`src/rtl/bsg_cgol_pkg.sv`:
```
// Shared definitions for the Game-of-Life controller: FSM state codes and
// the width helper for the generation-count field.
package bsg_cgol_pkg;

    typedef logic [1:0] cgol_state_t;

    localparam cgol_state_t eWAIT = 2'd0;
    localparam cgol_state_t eLOAD = 2'd1;
    localparam cgol_state_t eBUSY = 2'd2;
    localparam cgol_state_t eDONE = 2'd3;

    function automatic int cgol_len_width(input int max_len);
        return $clog2(max_len + 1);
    endfunction

endpackage

```
`src/rtl/bsg_cgol_frame_counter.sv`:
```
// Loadable down-counter for the remaining generations; the load value is
// clamped to max_val_p and decrementing stops at zero.
module bsg_cgol_frame_counter
    import bsg_cgol_pkg::*;
#(
    parameter int max_val_p = 10,
    parameter int width_p   = cgol_len_width(max_val_p)
) (
    input  logic               clk_i,
    input  logic               reset_n_i,
    input  logic               load_i,
    input  logic [width_p-1:0] load_val_i,
    input  logic               dec_i,
    output logic               zero_o,
    output logic               one_o
);

    localparam logic [width_p-1:0] max_lp = width_p'(max_val_p);

    logic [width_p-1:0] count_q, count_d;
    logic [width_p-1:0] load_sat;

    assign load_sat = (load_val_i > max_lp) ? max_lp : load_val_i;

    always_comb begin
        count_d = count_q;
        if (load_i) begin
            count_d = load_sat;
        end else if (dec_i && !zero_o) begin
            count_d = count_q - width_p'(1);
        end
    end

    always_ff @(posedge clk_i or negedge reset_n_i) begin
        if (!reset_n_i) begin
            count_q <= '0;
        end else begin
            count_q <= count_d;
        end
    end

    assign zero_o = (count_q == '0);
    assign one_o  = (count_q == width_p'(1));

endmodule

```
`src/rtl/bsg_cgol_ctrl.sv`:
```
// Game-of-Life controller: accepts a board and generation count, loads the
// cell array, steps it the requested number of times, then offers the result.
module bsg_cgol_ctrl
    import bsg_cgol_pkg::*;
#(
    parameter int board_width_p     = 8,
    parameter int max_game_length_p = 10,
    localparam int cells_lp         = board_width_p * board_width_p,
    localparam int len_width_lp     = cgol_len_width(max_game_length_p)
) (
    input  logic                    clk_i,
    input  logic                    reset_n_i,

    input  logic                    v_i,
    output logic                    ready_o,
    input  logic [cells_lp-1:0]     data_i,
    input  logic [len_width_lp-1:0] frames_i,

    output logic                    update_o,
    output logic [cells_lp-1:0]     update_val_o,
    output logic                    en_o,
    input  logic [cells_lp-1:0]     cells_data_i,

    output logic                    v_o,
    output logic [cells_lp-1:0]     data_o,
    input  logic                    yumi_i
);

    cgol_state_t         state_q, state_d;
    logic [cells_lp-1:0] board_q, board_d;
    logic                cnt_load, cnt_dec, cnt_zero, cnt_one;

    bsg_cgol_frame_counter #(
        .max_val_p (max_game_length_p),
        .width_p   (len_width_lp)
    ) frame_counter (
        .clk_i      (clk_i),
        .reset_n_i  (reset_n_i),
        .load_i     (cnt_load),
        .load_val_i (frames_i),
        .dec_i      (cnt_dec),
        .zero_o     (cnt_zero),
        .one_o      (cnt_one)
    );

    // The counter holds the generations still to run; eBUSY leaves on the
    // last one so en_o is asserted exactly once per remaining generation.
    always_comb begin
        state_d  = state_q;
        board_d  = board_q;
        cnt_load = 1'b0;
        cnt_dec  = 1'b0;
        case (state_q)
            eWAIT: begin
                if (v_i) begin
                    board_d  = data_i;
                    cnt_load = 1'b1;
                    state_d  = eLOAD;
                end
            end
            eLOAD: begin
                state_d = cnt_zero ? eDONE : eBUSY;
            end
            eBUSY: begin
                cnt_dec = 1'b1;
                if (cnt_one) begin
                    state_d = eDONE;
                end
            end
            eDONE: begin
                if (yumi_i) begin
                    state_d = eWAIT;
                end
            end
            default: begin
                state_d = eWAIT;
            end
        endcase
    end

    always_ff @(posedge clk_i or negedge reset_n_i) begin
        if (!reset_n_i) begin
            state_q <= eWAIT;
            board_q <= '0;
        end else begin
            state_q <= state_d;
            board_q <= board_d;
        end
    end

    assign ready_o      = (state_q == eWAIT);
    assign update_o     = (state_q == eLOAD);
    assign en_o         = (state_q == eBUSY);
    assign v_o          = (state_q == eDONE);
    assign update_val_o = board_q;
    assign data_o       = cells_data_i;

endmodule

```
`config.mk`:
```
export PLATFORM = sky130hd
export DESIGN_NAME = bsg_cgol_ctrl
export DESIGN_NICKNAME = d
export VERILOG_FILES = /design/src/rtl/bsg_cgol_pkg.sv /design/src/rtl/bsg_cgol_frame_counter.sv /design/src/rtl/bsg_cgol_ctrl.sv
export SDC_FILE = /design/constraint.sdc
export NUM_CORES = 1
export LEC_CHECK = 0
export CORE_MARGIN = 4
export CORE_UTILIZATION = 24
export DETAILED_ROUTE_END_ITERATION = 12
export GPL_TIMING_DRIVEN = 0
export PLACE_DENSITY_LB_ADDON = 0.05
export SLEW_MARGIN = 0
export SYNTH_ARGS = -nofsm -noshare
export SYNTH_HDL_FRONTEND = slang
export SYNTH_HIERARCHICAL = 1
export SYNTH_SLANG_ARGS = --single-unit
export TNS_END_PERCENT = 1
```
`constraint.sdc`:
```
create_clock -name clk_i -period 2.1 [get_ports clk_i]
set_clock_uncertainty 0.1 [all_clocks]
set_input_delay 0.63 -clock clk_i [delete_from_list [all_inputs] [get_ports clk_i]]
set_output_delay 0.63 -clock clk_i [all_outputs]
set_load 0.05 [all_outputs]
```
Word-level counts from Yosys, hierarchy flattened
Cells that the tools add are included.
Widths: inputs -> output; s select.
{"block": "op_classes", "addsub": 1, "multipliers": 0, "div_mod_pow": 0, "n_lt_le_gt_ge": 1, "n_eq_ne": 7, "shifts": 0, "muxes": 11, "bitwise": 0, "n_reduce_logical": 7}
{"cell": "$mux 4", "count": 3}
{"cell": "$pmux 2 s4", "count": 1}
{"cell": "$mux 2", "count": 3}
{"cell": "$eq 2x2->1 const B", "count": 2}
{"cell": "$eq 4x1->1 const B", "count": 1}
{"cell": "$gt 4x4->1 const B", "count": 1}
{"cell": "$logic_not 4->1", "count": 1}
{"cell": "$mux 1", "count": 4}
{"cell": "$ne 2x1->1 const B", "count": 2}
{"cell": "$sub 4x1->4 const B", "count": 1}
{"cell": "$reduce_and 3->1", "count": 1}
{"cell": "$eq 2x1->1 const B", "count": 1}
{"cell": "$logic_not 2->1", "count": 1}
{"cell": "$ne 2x2->1 const B", "count": 1}
{"cell": "$reduce_and 2->1", "count": 1}
{"cell": "$reduce_bool 2->1", "count": 1}
{"cell": "$logic_and 1x1->1", "count": 1}
{"cell": "$logic_not 1->1", "count": 1}
{"block": "totals", "ff_bits": 70, "latchBits": 0, "ramBits": 0, "romBits": 0, "in_bits": 136, "out_inout_bits": 132, "wordCells": 30, "mem_count": 0}

Logic depth before layout (Yosys ltp)
{"block": "logic_depth", "depth_word": 5, "mapped_depth": 10, "ltp_nobuf": 7}

Cells and area by module
The synthesis kept the hierarchy.
{"mod": "bsg_cgol_ctrl", "instances": 1, "cells_each": 218, "area_per_inst_um2": 3235.6, "seq_area_each_um2": 1651.6}
{"mod": "bsg_cgol_frame_counter", "instances": 1, "cells_each": 32, "area_per_inst_um2": 289.0, "seq_area_each_um2": 100.1}

Worst setup path before layout
No wires, ideal clock.
{"block": "synth_path", "kind": "reg2reg", "start": "register state_q[0]", "end": "register frame_counter.count_q[3]", "setup_time_ns": 0.126, "arrival_ns": 2.165, "required_time_ns": 1.874, "path_slack_ns": -0.291, "path_stages_with_launch": 10, "path_buffers": 3, "period_less_slack_ns": 2.391, "cell_sequence": "dfrtp_1 inv_1 ha_1 nand2_1 buf_6 buf_6 inv_1 clkbuf_1 nor3_1 a221o_1"}
{"block": "synth_between", "word_cells_on_any_way": 7, "cone_classes": "eq/ne (1); mux (3); reduce/logical (3)"}
{"item": "from (decl)", "line": "bsg_cgol_ctrl.sv:29", "text": "cgol_state_t state_q, state_d;"}
{"item": "from (signal assigned)", "line": "bsg_cgol_ctrl.sv:83", "text": "state_q <= eWAIT;"}
{"item": "from (signal assigned)", "line": "bsg_cgol_ctrl.sv:86", "text": "state_q <= state_d;"}
{"item": "$logic_not 2->1 (*)"}
{"item": "net ready_o", "line": "bsg_cgol_ctrl.sv:15", "text": "output logic ready_o,"}
{"item": "$mux 1 (*)", "line": "bsg_cgol_ctrl.sv:53", "text": "case (state_q)"}
{"item": "net cnt_load", "line": "bsg_cgol_ctrl.sv:31", "text": "logic cnt_load, cnt_dec, cnt_zero, cnt_one;"}
{"item": "$mux 4 / $reduce_bool 2->1 (equally long branches)"}
{"item": "to (signal assigned)", "line": "bsg_cgol_frame_counter.sv:38", "text": "count_q <= count_d;"}
{"item": "to (decl)", "line": "bsg_cgol_frame_counter.sv:20", "text": "logic [width_p-1:0] count_q, count_d;"}
The timed path passes the listed nets; every way through them passes the cells marked *.
A chain may end at the register's enable or synchronous reset.

Worst setup path in the final report
{"block": "layout_path", "start": "register state_q[1]", "end": "output update_o"}
{"block": "layout_between", "elab_chain_len": 1}
{"item": "$eq 2x1->1", "line": "bsg_cgol_ctrl.sv:92", "text": "assign update_o = (state_q == eLOAD);"}
{"item": "to (decl)", "line": "bsg_cgol_ctrl.sv:19", "text": "output logic update_o,"}
No other way between the ends.

==> results.yml <==
clock_tree:
  post-cts-setup-buffer-count: 0
  cts_tree: "built"
  ctsRootBufferMaster: "clkbuf_16"
  clkTransAtPathRegs_ps: 60
  cts_hold_buf: 0
  clkSinkCount: 70
  cts_made_buffers: 9
  htree_num_levels: 3
  cts_buffer_depth: 2
  clk_latency_ps: 330
timing:
  hold_viol_final: 0
  max_freq_ghz: 0.495
  setup_viol: 0
  max_slew_margin_pct: 64.2
  tightest_slew_ps: 539
  rsz0062_at_grt: "true"
  final_max_slew_viol_count: 0
  min_period_ps: 2020
  fin_tns_setup_ps: 0
  min_period_over_period_pct: 96.2
placement:
  placed_area_sq_um: 5830
  dp_cells: 638
  port_buffers: 203
  hpwl_um: 7290
  place.gp.congestion: 0.692
pwr:
  p_int_uw: 5270
  power_frac_clock_pct: 17.1
  p_seq_share_pct: 24.5
  irDropWorstVdd_mv: 0.834
  power_switching_uw: 4590
  p_per_area_nw_per_um2: 1660
  combPwrFrac_pct: 58.4
  leakagePower_uw: 0.00299
  p_sw_share_pct: 46.5
drt:
  routedWlPerCell_um: 14.4
  via_count: 2583
  drt_drc_violations_left: 0
  drt_iter0_markers: 41
  ant_nets: 0
  routed_wirelength_um: 9420
  viasPerCell: 3.95
  first_pass_iters: 4
worst_setup_path:
  cp_slowest_cell: "dfrtp_2"
  cp-end-kind: "output pin"
  required_ps: 1370
  cp_num_buf_inv: 2
  crit_chain: "inv_1 > ha_1 > buf_6"
  r2r-start: "state_q[1]"
  worstSetupStartpoint: "state_q[1]"
  r2r_slack_ps: 150
  slowest_delay_ps: 440
  worstPathMaxFanout: 5
  cp-start-kind: "flip-flop"
  critPathTopFamily: "flip-flops"
  cp.arrival_ps: 1290
  worstSetupPathType: "reg -> out"
synth:
  avgSynthCellArea_sq_um: 14.1
  synthArstFlopShare_pct: 100
  synth-edff-count: 0
  ys_warn_count: 6
  ys_seq_elements: 70
  yosysTopAreaCell: "dfrtp_1"
  syn_area_sq_um: 3520
  synthTopCellsByArea: "dfrtp_1, mux2_4, buf_4"
  ys_dominant_reg_cell: "dfrtp_1"
  post-synth-top-count-cell: "dfrtp_1"
  netlist_instances: 250
  ys_seq_area_share_pct: 49.7
  synth_top_area_share_pct: 49.7
  yosysUniqueCellTypes: 29
  syn_nets: 392
  synth_commonest_cells: "dfrtp_1, buf_4, mux2_4"
global_route:
  first_global_vias: 2706
  grt.met1_usage_pct: 13.9
  grt_start_max_net_pins: 47
  grt_pass1_wl_um: 14200
  antenna_found_initial: 0
  grt_overflow: 0
  grt_busiest_layer: "met2"
  grtUsageTotal_pct: 11.0
  met2_usage_pct: 17.0
  use_met3_pct: 5.03
floorplan:
  chipHeight_um: 129
  core_area_sq_um: 14500
  dieArea_sq_um: 16700
  initial_core_util_pct: 24.3
  rows: 44
  die_x_um: 129
  io_pins: 268
finish:
  final_cell_area_sq_um: 5940
  instances_no_fill: 654
  antenna_cells: 0
  layout-drive-gt1-share_pct: 48.9
  area_delta_synth_final_pct: 68.4
  nets: 607
worst_hold_path:
  hp-class: "in -> async"
outcome:
  status: "complete, no violations"
run:
  maxCapViolCount: 0
[flip-flops by register name, summed over array words and instances, names as in the netlist]
| name | count |
|---|---|
| frame_counter/count_q | 4 |
| state_q | 2 |
| update_val_o | 64 |
[layout make-up]
cell class              instances  area [sq um]
fillers                      1430          8540
repair buffers                204          1810
well taps                     184           230
multi-input cells             102          1220
plain buffers                  72           564
flip-flops and latches         70          1750
inverters                       6          22.5
clock buffers                  11           253
clock inverters                 5          81.3
[through the flow]
| stage | setup slack [ps] | total power, uW | hold WS [ps] | util, % |
|---|---|---|---|---|
| 4_1_cts | -44.7 | 10000 | 106 | 40.9 |
| 6_report | 79.7 | 9860 | 108 | 41.0 |
| 5_1_grt | -4.41 | 10400 | 115 | 41.0 |
| 3_5_place_dp | -441 | 8710 | 390 | 40.2 |
| 3_3_place_gp | -2450 | 8680 | 387 | 40.1 |
| 2_1_floorplan | 60.9 | 6740 | 234 | - |
[cells in the final DEF, fill, tap and decap left out, drive strengths merged]
master	n
nand4b	1
nand2	4
nor2	2
clkinvlp	1
nor3b	2
clkbuf	11
a221o	1
inv	6
nand3	3
ha	6
a211o	2
and4b	1
and3	2
or3b	1
clkinv	2
mux2	65
a41oi	1
o22a	1
dfrtp	70
nor4b	1
nand2b	3
o21ai	2
nand3b	1
buf	142
dlygate4sd2	64
nor3	1
a21oi	2
clkdlybuf4s50	70
bufinv	2
[kinds of logic (layout without fill, tap and decap cells)]
logic type / count (synthesis) / in the layout / synth area share [%]
flip-flops: 70 / 70 / 49.7
AO/OA/AOI/OAI: 9 / 9 / 1.88
multiplexers: 65 / 65 / 26.0
adder cells (fa/ha/maj): 6 / 6 / 2.13
AND/OR/NAND/NOR: 22 / 22 / 3.87
buffers and inverters: 78 / 298 / 16.4
[power by group through the flow]
stage          Clock, uW  Sequential, uW  Combinational [uW]
6_report            1690            2420                5760
5_1_grt             1820            2520                6050
4_1_cts             1760            2420                5820
3_5_place_dp           0            2450                6260
3_3_place_gp           0            2440                6240
2_1_floorplan          0            4660                2080
[path summary, 6_finish.rpt]
check                                           end  cells past startpoint
setup / recovery                           update_o                      3
min in group clk_i                 update_val_o[58]                      1
hold / removal                     update_val_o[13]                      1
hold reg to reg                    update_val_o[58]                      1
max in group asynchronous          update_val_o[18]                      2
setup reg to reg           frame_counter/count_q[3]                      9
[routing by layer]
layer | vias up | wire (um)
met4 | 0 | 75
li1 | 1215 | -
met1 | 1211 | 3860
met2 | 149 | 4420
met3 | 8 | 1060
met5 | - | 0
[what timing repair did]
item,in CTS,in global routing
gates cloned,0,0
pin swaps,0,0
setup endpoints to repair,132,6
gates resized for setup,152,10
No activity file was read; power rests on OpenSTA's default activity.
